==> config.mk <==
export PLATFORM = sky130hd
export DESIGN_NAME = sram_rd_streamer
export DESIGN_NICKNAME = d
export VERILOG_FILES = /design/src/rtl/sram_rd_streamer.sv
export SDC_FILE = /design/constraint.sdc
export NUM_CORES = 1
export LEC_CHECK = 0
export BUFFER_PORTS_ARGS = -buffer_cell sky130_fd_sc_hd__buf_2
export CORE_MARGIN = 2
export CORE_UTILIZATION = 56
export DETAILED_ROUTE_END_ITERATION = 8
export PLACE_DENSITY = 0.78
export REMOVE_ABC_BUFFERS = 1
export SETUP_SLACK_MARGIN = 0.1
export SLEW_MARGIN = 10
export SYNTH_ARGS = -nofsm -noshare
export SYNTH_HDL_FRONTEND = slang
export SYNTH_SLANG_ARGS = --single-unit
==> constraint.sdc <==
create_clock -name clk -period 3.29 [get_ports clk]
set_input_delay 0.1645 -clock clk [delete_from_list [all_inputs] [get_ports clk]]
set_output_delay 0.1645 -clock clk [all_outputs]
set_load 0.05 [all_outputs]
==> src/rtl/sram_rd_streamer.sv <==
// sram_rd_streamer: reads a burst of consecutive words from a single-port SRAM
// and streams them out over valid/ready. A small FIFO hides the SRAM's
// one-cycle read latency, and reads are only issued while FIFO space is free.
module sram_rd_streamer #(
  parameter int unsigned WORDWIDTH  = 32,
  parameter int unsigned WORDDEPTH  = 2048,
  parameter int unsigned ADDRWIDTH  = $clog2(WORDDEPTH),
  parameter int unsigned FIFO_DEPTH = 2
) (
  input  logic                 clk,
  input  logic                 rst,
  input  logic                 start,
  input  logic [ADDRWIDTH-1:0] base_addr,
  input  logic [ADDRWIDTH:0]   len,
  output logic                 busy,
  output logic                 done,
  output logic                 sram_cen,
  output logic                 sram_wen,
  output logic [ADDRWIDTH-1:0] sram_addr,
  input  logic [WORDWIDTH-1:0] sram_dout,
  output logic                 out_valid,
  output logic [WORDWIDTH-1:0] out_data,
  output logic                 out_last,
  input  logic                 out_ready
);

  localparam int unsigned PW  = (FIFO_DEPTH > 1) ? $clog2(FIFO_DEPTH) : 1;
  localparam int unsigned CW  = PW + 1;
  localparam int unsigned CRW = CW + 1;
  localparam int unsigned LW  = ADDRWIDTH + 1;

  typedef enum logic [1:0] {
    S_IDLE = 2'd0,
    S_RUN  = 2'd1,
    S_DONE = 2'd2
  } state_t;

  state_t state, state_nxt;

  logic [LW-1:0]        len_q;
  logic [LW-1:0]        issued;
  logic [LW-1:0]        accepted;
  logic [ADDRWIDTH-1:0] cur_addr;
  logic [ADDRWIDTH-1:0] last_addr;
  logic                 inflight;
  logic [CW-1:0]        count;
  logic [PW-1:0]        wr_ptr;
  logic [PW-1:0]        rd_ptr;
  logic [WORDWIDTH-1:0] fifo_mem [FIFO_DEPTH];

  logic start_acc;
  logic issue;
  logic push;
  logic pop;
  logic credit_ok;
  logic last_hs;

  // Stream-side decode of the FIFO head
  assign out_valid = (count != '0);
  assign out_data  = fifo_mem[rd_ptr];
  assign out_last  = out_valid && (accepted == (len_q - LW'(1)));
  assign pop       = out_valid & out_ready;
  assign push      = inflight;
  assign last_hs   = pop & out_last;
  assign start_acc = (state == S_IDLE) & start;

  // A read may only be issued if its word is guaranteed a FIFO slot on arrival;
  // a pop in this cycle frees a slot immediately.
  assign credit_ok = (CRW'(count) + CRW'(inflight)) < (CRW'(FIFO_DEPTH) + CRW'(pop));
  assign issue     = (state == S_RUN) && (issued < len_q) && credit_ok;

  // State register
  always_ff @(posedge clk or posedge rst) begin
    if (rst) state <= S_IDLE;
    else     state <= state_nxt;
  end

  // Next-state and control outputs
  always_comb begin
    state_nxt = state;
    busy      = 1'b0;
    done      = 1'b0;
    sram_cen  = 1'b1;
    sram_wen  = 1'b1;
    sram_addr = last_addr;
    case (state)
      S_IDLE: begin
        if (start) state_nxt = (len == '0) ? S_DONE : S_RUN;
      end
      S_RUN: begin
        busy = 1'b1;
        if (last_hs) state_nxt = S_DONE;
      end
      S_DONE: begin
        busy      = 1'b1;
        done      = 1'b1;
        state_nxt = S_IDLE;
      end
      default: state_nxt = S_IDLE;
    endcase
    if (issue) begin
      sram_cen  = 1'b0;
      sram_addr = cur_addr;
    end
  end

  // Burst bookkeeping: address, issue/accept counters, read-latency flag
  always_ff @(posedge clk or posedge rst) begin
    if (rst) begin
      len_q     <= '0;
      issued    <= '0;
      accepted  <= '0;
      cur_addr  <= '0;
      last_addr <= '0;
      inflight  <= 1'b0;
    end else begin
      inflight <= issue;
      if (start_acc) begin
        len_q    <= len;
        cur_addr <= base_addr;
        issued   <= '0;
        accepted <= '0;
      end else begin
        if (issue) begin
          issued    <= issued + LW'(1);
          last_addr <= cur_addr;
          cur_addr  <= (cur_addr == ADDRWIDTH'(WORDDEPTH - 1)) ? '0 : cur_addr + ADDRWIDTH'(1);
        end
        if (pop) accepted <= accepted + LW'(1);
      end
    end
  end

  // FIFO pointers and occupancy
  always_ff @(posedge clk or posedge rst) begin
    if (rst) begin
      wr_ptr <= '0;
      rd_ptr <= '0;
      count  <= '0;
    end else begin
      if (push) wr_ptr <= wr_ptr + PW'(1);
      if (pop)  rd_ptr <= rd_ptr + PW'(1);
      case ({push, pop})
        2'b10:   count <= count + CW'(1);
        2'b01:   count <= count - CW'(1);
        default: count <= count;
      endcase
    end
  end

  // FIFO storage captures the SRAM word the cycle after its read was issued
  always_ff @(posedge clk) begin
    if (push) fifo_mem[wr_ptr] <= sram_dout;
  end

endmodule
==> results of run 1 <==
-- power by group --
part	leakage [µW]	internal, µW	switching, µW
Combinational	0.00163	1160	2410
Sequential	0.00140	2150	406
Clock	0.000285	1200	744
Total	0.00331	4510	3560
-- path summary, 6_finish.rpt --
check                                               from                         to  cells after the start
worst max-delay path                len_q[0]$_DFFE_PP0P_                   out_last                      8
worst max register to register      len_q[9]$_DFFE_PP0P_   last_addr[4]$_DFFE_PP0N_                      8
min in group asynchronous                            rst       len_q[0]$_DFFE_PP0P_                      3
worst min-delay path                              len[2]       len_q[2]$_DFFE_PP0P_                      3
max in group asynchronous                            rst  last_addr[10]$_DFFE_PP0N_                      4
worst min register to register  last_addr[2]$_DFFE_PP0N_   last_addr[2]$_DFFE_PP0N_                      1
-- through the flow --
| stage | setup WS (ns) | power, µW | utilization | hold slack [ns] |
|---|---|---|---|---|
| 2_1_floorplan | -1.50 | 5130 | - | 0.263 |
| 3_3_place_gp | 0.505 | 5820 | 0.641 | 0.305 |
| 3_5_place_dp | 0.428 | 5940 | 0.641 | 0.320 |
| 4_1_cts | 0.105 | 7960 | 0.736 | 0.000431 |
| 5_1_grt | 0.0875 | 8450 | 0.739 | 0.00664 |
| 6_report | 0.205 | 8070 | 0.739 | 0.00522 |
-- sequential cells by signal (all words and copies together) (netlist names) --
register / cells
cur_addr: 11
fifo_mem: 64
wr_ptr: 1
inflight: 1
state: 2
rd_ptr: 1
accepted: 12
issued: 12
len_q: 12
last_addr: 11
count: 2
-- per-layer routing --
metal | wire, µm | vias to the layer above
met1 | 6160 | 2453
met3 | 1020 | 54
met4 | 549 | 0
met2 | 8110 | 247
met5 | 0 | -
li1 | - | 2322
-- logic make-up (layout without fill, tap and decap cells) --
family,after synthesis,count (layout)
AND/OR/NAND/NOR,161,161
flip-flops,129,129
AO/OA/AOI/OAI,101,102
buffers and inverters,54,215
multiplexers,50,50
XOR/XNOR,31,31
adder cells (fa/ha/maj),21,21
other,1,1
-- placed cells by master (no fill, tap or decap), types with 17 or more instances in the layout --
master | netlist | layout
o21ai_0 | 22 | 22
a21oi_1 | 18 | 17
nand2_1 | 32 | 32
edfxtp_1 | 64 | 64
ha_1 | 21 | 20
nor2_1 | 41 | 40
xnor2_1 | 18 | 18
inv_1 | 28 | 27
mux2_2 | 36 | 36
clkbuf_16 | 0 | 17
nand3_1 | 17 | 17
dfrtp_1 | 65 | 65
buf_2 | 6 | 106
dlygate4sd3_1 | 0 | 41
-- worst register-to-register path: cells and delay by family (launching register included) --
kind / cells / cell delay (ns)
compound gates: 4 / 0.81
fa+ha+maj: 1 / 0.32
buf+inv: 1 / 0.10
flops: 1 / 0.47
mux: 1 / 0.44
simple gates: 1 / 0.45
-- what timing repair did --
action,4_1_cts,5_1_grt
gates resized for setup,4,3
hold buffers,41,0
endpoints found under the hold margin,103,0
setup endpoints to repair,11,12
cloned,0,1
setup buffers,0,2
pin swaps,1,2
-- cell type report --
cell class	instances	area, µm²
Clock buffer	17	425
Clock inverter	14	180
Fill cell	681	2850
Inverter	28	105
Multi-Input combinational cell	366	2640
Sequential cell	129	3550
Tap cell	140	175
Timing Repair Buffer	156	1020
==> flow_metrics.py, run 1 <==
metrics = {
    "synthesis": {
        "yosysUniqueCellTypes": 58,
        "synth_top_family_by_area": "simple AND/OR/NAND/NOR gates",
        "synth_mux_area_frac": 0.0884,
        "async_reset_ff_frac": 0.504,
        "syn_area_um2": 6350,
        "yosysTopAreaCell": "edfxtp_1",
        "synth_adder_area_share": 0.0414,
        "synth.top_cell.area_share": 0.303,
        "netlist_instances": 548,
        "synth_xor_area_frac": 0.0427,
        "synthTopCellsByCount": "dfrtp_1 (65), edfxtp_1 (64), nor2_1 (41)",
        "seq_area_frac_synth": 0.559,
        "synthTopCellsByArea": "edfxtp_1 (30%), dfrtp_1 (26%), mux2_2 (6.4%), ha_1 (4.1%), xnor2_1 (2.5%)",
        "ys.flop_type": "dfrtp_1",
        "synth_simple_gate_area_frac": 0.134,
        "synth-seq-cells": 129,
        "synth_compound_area_frac": 0.0999,
        "syn_avg_cell_area_um2": 11.6,
        "yosysWarnings": 0,
        "post-synth-top-count-cell": "dfrtp_1",
        "synth_edf_count": 64,
    },
    "place": {
        "gp_congestion": 0.830,
        "port_buffers": 106,
        "dp.cells": 775,
        "dp_hpwl_um": 9610,
        "place_area_um2": 7010,
    },
    "floorplan": {
        "io_pins": 108,
        "rows": 38,
        "initial_core_util": 0.581,
        "core-area_um2": 10900,
        "die_w_um": 111,
        "die_height_um": 111,
        "dieArea_um2": 12200,
    },
    "layout": {
        "nets": 778,
        "drive_gt1_frac": 0.280,
        "layoutNonFillerInstCount": 850,
        "area_delta_synth_final_pct": 27.3,
        "antenna_cells": 0,
        "fin_area_um2": 8090,
    },
    "timing": {
        "worstMarginPinSlew_ns": 0.692,
        "min_period_ns": 3.08,
        "fin_setup_tns_ns": 0,
        "clock_skew_ns": 0.0105,
        "drv_slew": 0,
        "rsz0062_at_grt": "true",
        "fin_crit_sh": 0.938,
        "fmaxAchievable_mhz": 324,
        "setup_viol": 0,
        "final_hold_viol_count": 0,
        "relSlewSlack": 0.538,
    },
    "routing": {
        "wl_um": 15800,
        "vias": 5076,
        "drcViolationCount": 0,
        "wl_per_cell_um": 18.6,
        "initialDrtViolationCount": 486,
        "first_pass_iters": 5,
        "ant_nets": 0,
        "viasPerCell": 5.97,
    },
    "setup_path": {
        "cp-end-kind": "output pin",
        "critPathBufInv": 2,
        "crit_fanout": 8,
        "crit_family": "simple AND/OR/NAND/NOR gates",
        "path_class": "flop to output pin",
        "cp_slowest_cell": "or4b_4",
        "path_cells": "inv_1 > ha_4 > or4b_4 > o2111a_1 > a31oi_1 > o311ai_2 > and4_1 > buf_2",
        "rrSetupSlack_ns": 0.58,
        "critPathLaunchType": "flop",
        "crit_arrival_ns": 2.92,
        "required_ns": 3.13,
        "slowest_delay_ns": 0.55,
    },
    "grt": {
        "grt_pass1_wl_um": 25800,
        "grt_pass1_vias": 5082,
        "track_usage": 0.264,
        "met3_usage": 0.0576,
        "grt_util_met1": 0.330,
        "met2_usage": 0.450,
        "antenna_found_initial": 0,
        "top_usage_layer": "met2",
        "grt_max_degree": 39,
        "overflow": 0,
    },
    "clock_network": {
        "cts_tree": "done",
        "htreeDepth": 4,
        "cts_buffers": 17,
        "cts.path.max_buffers": 2,
        "clkSlewWorstSetupHoldPaths_ns": 0.06,
        "cts.sinks": 129,
        "clk_latency_ns": 0.42,
        "cts.root.buffer_cell": "clkbuf_16",
    },
    "status": {
        "status": "finished clean",
    },
    "worst_hold_path": {
        "hold_class": "input pin to flop",
    },
    "job": {
        "maxCapViolations": 0,
    },
    "pwr": {
        "leakage_uw": 0.00331,
        "ir_worst_vdd_mv": 0.820,
        "power.density_nw_per_um2": 998,
    },
}
(Power assumes the default switching activity.)
==> run 2: changes to the inputs <==
==> constraint.sdc (replaced) <==
create_clock -name clk -period 3.29 [get_ports clk]
set_input_delay 0.658 -clock clk [delete_from_list [all_inputs] [get_ports clk]]
set_output_delay 0.658 -clock clk [all_outputs]
set_load 0.05 [all_outputs]
==> flow_metrics.py, run 2 (synthesis gave the netlist of run 1 again) <==
metrics = {
    "timing": {
        "relSlewSlack": 0.428,
        "drv_slew": 0,
        "min_period_ns": 3.24,
        "fin_crit_sh": 0.986,
        "worstMarginPinSlew_ns": 0.858,
        "fmaxAchievable_mhz": 308,
        "clock_skew_ns": 0.00778,
        "setup_viol": 0,
        "rsz0062_at_grt": "true",
        "final_hold_viol_count": 0,
    },
    "place": {
        "dp_hpwl_um": 9580,
        "port_buffers": 106,
        "gp_congestion": 0.865,
        "place_area_um2": 7060,
    },
    "setup_path": {
        "rrSetupSlack_ns": 0.66,
        "timing.rr.start": "len_q[1]$_DFFE_PP0P_",
        "path_cells": "inv_2 > ha_4 > or4b_4 > nor3_4 > xnor2_2 > nor3_1 > and4_1 > buf_6",
        "crit_family": "simple AND/OR/NAND/NOR gates",
        "rr_worst_depth": 11,
        "cp_slowest_cell": "or4b_4",
        "crit_fanout": 4,
        "critPathLaunchType": "flop",
        "crit_arrival_ns": 2.59,
        "critPathBufInv": 2,
        "slowest_delay_ns": 0.51,
        "path_class": "flop to output pin",
        "required_ns": 2.63,
        "r2r-end": "last_addr[7]$_DFFE_PP0N_",
        "cp-end-kind": "output pin",
    },
    "layout": {
        "area_delta_synth_final_pct": 28.6,
        "regMostFlops": "fifo_mem",
        "drive_gt1_frac": 0.387,
        "fin_area_um2": 8170,
        "nets": 770,
        "most-common-layout-cells": "buf_2 (94), edfxtp_1 (64), dfrtp_1 (59)",
        "final_common_cell": "buf_2",
        "antenna_cells": 0,
        "largest_register_ffs": 64,
        "fillers": 640,
    },
    "pwr": {
        "combPwrFrac": 0.504,
        "p_seq_frac": 0.289,
        "internal_power_uw": 4820,
        "ir_worst_vdd_mv": 0.721,
        "power.density_nw_per_um2": 1060,
        "leakage_uw": 0.00337,
        "switching_share": 0.444,
        "power_uw": 8660,
        "clockPowerShare": 0.207,
        "power_switching_uw": 3840,
    },
    "grt": {
        "overflow": 0,
        "grt_max_degree": 66,
        "track_usage": 0.248,
        "antenna_found_initial": 1,
        "grt_pass1_vias": 5009,
        "grt_pass1_wl_um": 24300,
    },
    "floorplan": {
        "initial_core_util": 0.581,
        "die_height_um": 111,
        "io_pins": 108,
        "dieArea_um2": 12200,
        "die_w_um": 111,
        "core-area_um2": 10900,
        "rows": 38,
    },
    "clock_network": {
        "htreeDepth": 4,
        "cts_buffers": 17,
        "ctsHoldBuffers": 0,
        "cts_tree": "done",
        "clkSlewWorstSetupHoldPaths_ns": 0.06,
        "clk_latency_ns": 0.41,
        "cts.sinks": 129,
        "cts.root.buffer_cell": "clkbuf_16",
        "cts.path.max_buffers": 2,
    },
    "routing": {
        "wl_um": 16900,
        "initialDrtViolationCount": 494,
        "vias": 5158,
        "viasPerCell": 6.12,
        "drcViolationCount": 0,
        "first_pass_iters": 7,
        "met1_length_um": 6590,
        "top_layer": "met5",
        "routed-wl-met3_um": 1160,
        "dr_wl_met2_um": 8370,
        "ant_nets": 0,
        "wl_per_cell_um": 20.1,
    },
    "job": {
        "maxCapViolations": 0,
    },
    "worst_hold_path": {
        "hold_class": "input pin to flop",
        "worstHoldStart": "sram_dout[3]",
        "min_to": "fifo_mem[1][3]$_DFFE_PP_",
        "whs_path_depth": 1,
    },
    "status": {
        "status": "finished clean",
    },
}
run 2: changes by cell type in the layout (fill, tap and decap cells not counted), moves of 7 or more:
cell	previous run	this run
buf_2	106	94
buf_4	8	37
buf_6	0	9
dlygate4sd3_1	41	0
mux2_1	13	6
mux2_4	0	7
run 2: area by class of cell:
type / count / area (µm²) / share of cell area
clock inverters: 14 / 134 / 0.0164
flip-flops and latches: 129 / 3560 / 0.435
multi-input cells: 367 / 2820 / 0.345
well taps: 140 / 175 / 0.0214
repair buffers: 147 / 950 / 0.116
clock buffers: 18 / 429 / 0.0525
inverters: 28 / 105 / 0.0129
run 2: stage by stage:
| stage | cells | hold slack, ns | TNS, ns | util | worst slack (ns) |
|---|---|---|---|---|---|
| floorplan | 522 | 0.454 | -53.18 | - | -1.99 |
| global placement | 781 | 0.462 | 0 | 0.645 | 0.218 |
| detailed placement | 781 | 0.480 | 0 | 0.645 | 0.155 |
| CTS | 831 | 0.427 | 0 | 0.718 | 0.105 |
| global route | 843 | 0.423 | -0.327 | 0.747 | -0.0820 |
| finish | 843 | 0.433 | 0 | 0.747 | 0.0451 |
run 2: routing by layer:
layer / track usage / up-vias
met4: 0.110 / 2
met1: 0.310 / 2469
met3: 0.0510 / 90
met5: 0 / -
met2: 0.418 / 290
li1: - / 2307
run 2: power by group through the flow:
| stage | clock (µW) | sequential, µW | combinational (µW) |
|---|---|---|---|
| after floorplan | 0 | 2480 | 2650 |
| after global placement | 0 | 2490 | 3380 |
| after detailed placement | 0 | 2530 | 3460 |
| after CTS | 1790 | 2470 | 3810 |
| after global routing | 1870 | 2540 | 4620 |
| final | 1790 | 2500 | 4360 |
run 2: worst max path at each step:
stage,cells after the start,slack [ns],end,start
after floorplan,7,-1.99,sram_addr[10],len_q[3]$_DFFE_PP0P_
after global placement,8,0.22,sram_cen,len_q[5]$_DFFE_PP0P_
after detailed placement,10,0.15,sram_addr[9],len_q[5]$_DFFE_PP0P_
after CTS,9,0.10,sram_addr[6],len_q[9]$_DFFE_PP0P_
after global routing,9,-0.08,sram_addr[6],len_q[2]$_DFFE_PP0P_
final,8,0.05,out_last,len_q[1]$_DFFE_PP0P_
run 2: what timing repair did:
| item | CTS | global route |
|---|---|---|
| gates cloned | 2 | 0 |
| setup endpoints to repair | 13 | 12 |
| pin swaps | 6 | 12 |
| resized for setup | 24 | 60 |
| buffers inserted | 16 | 12 |
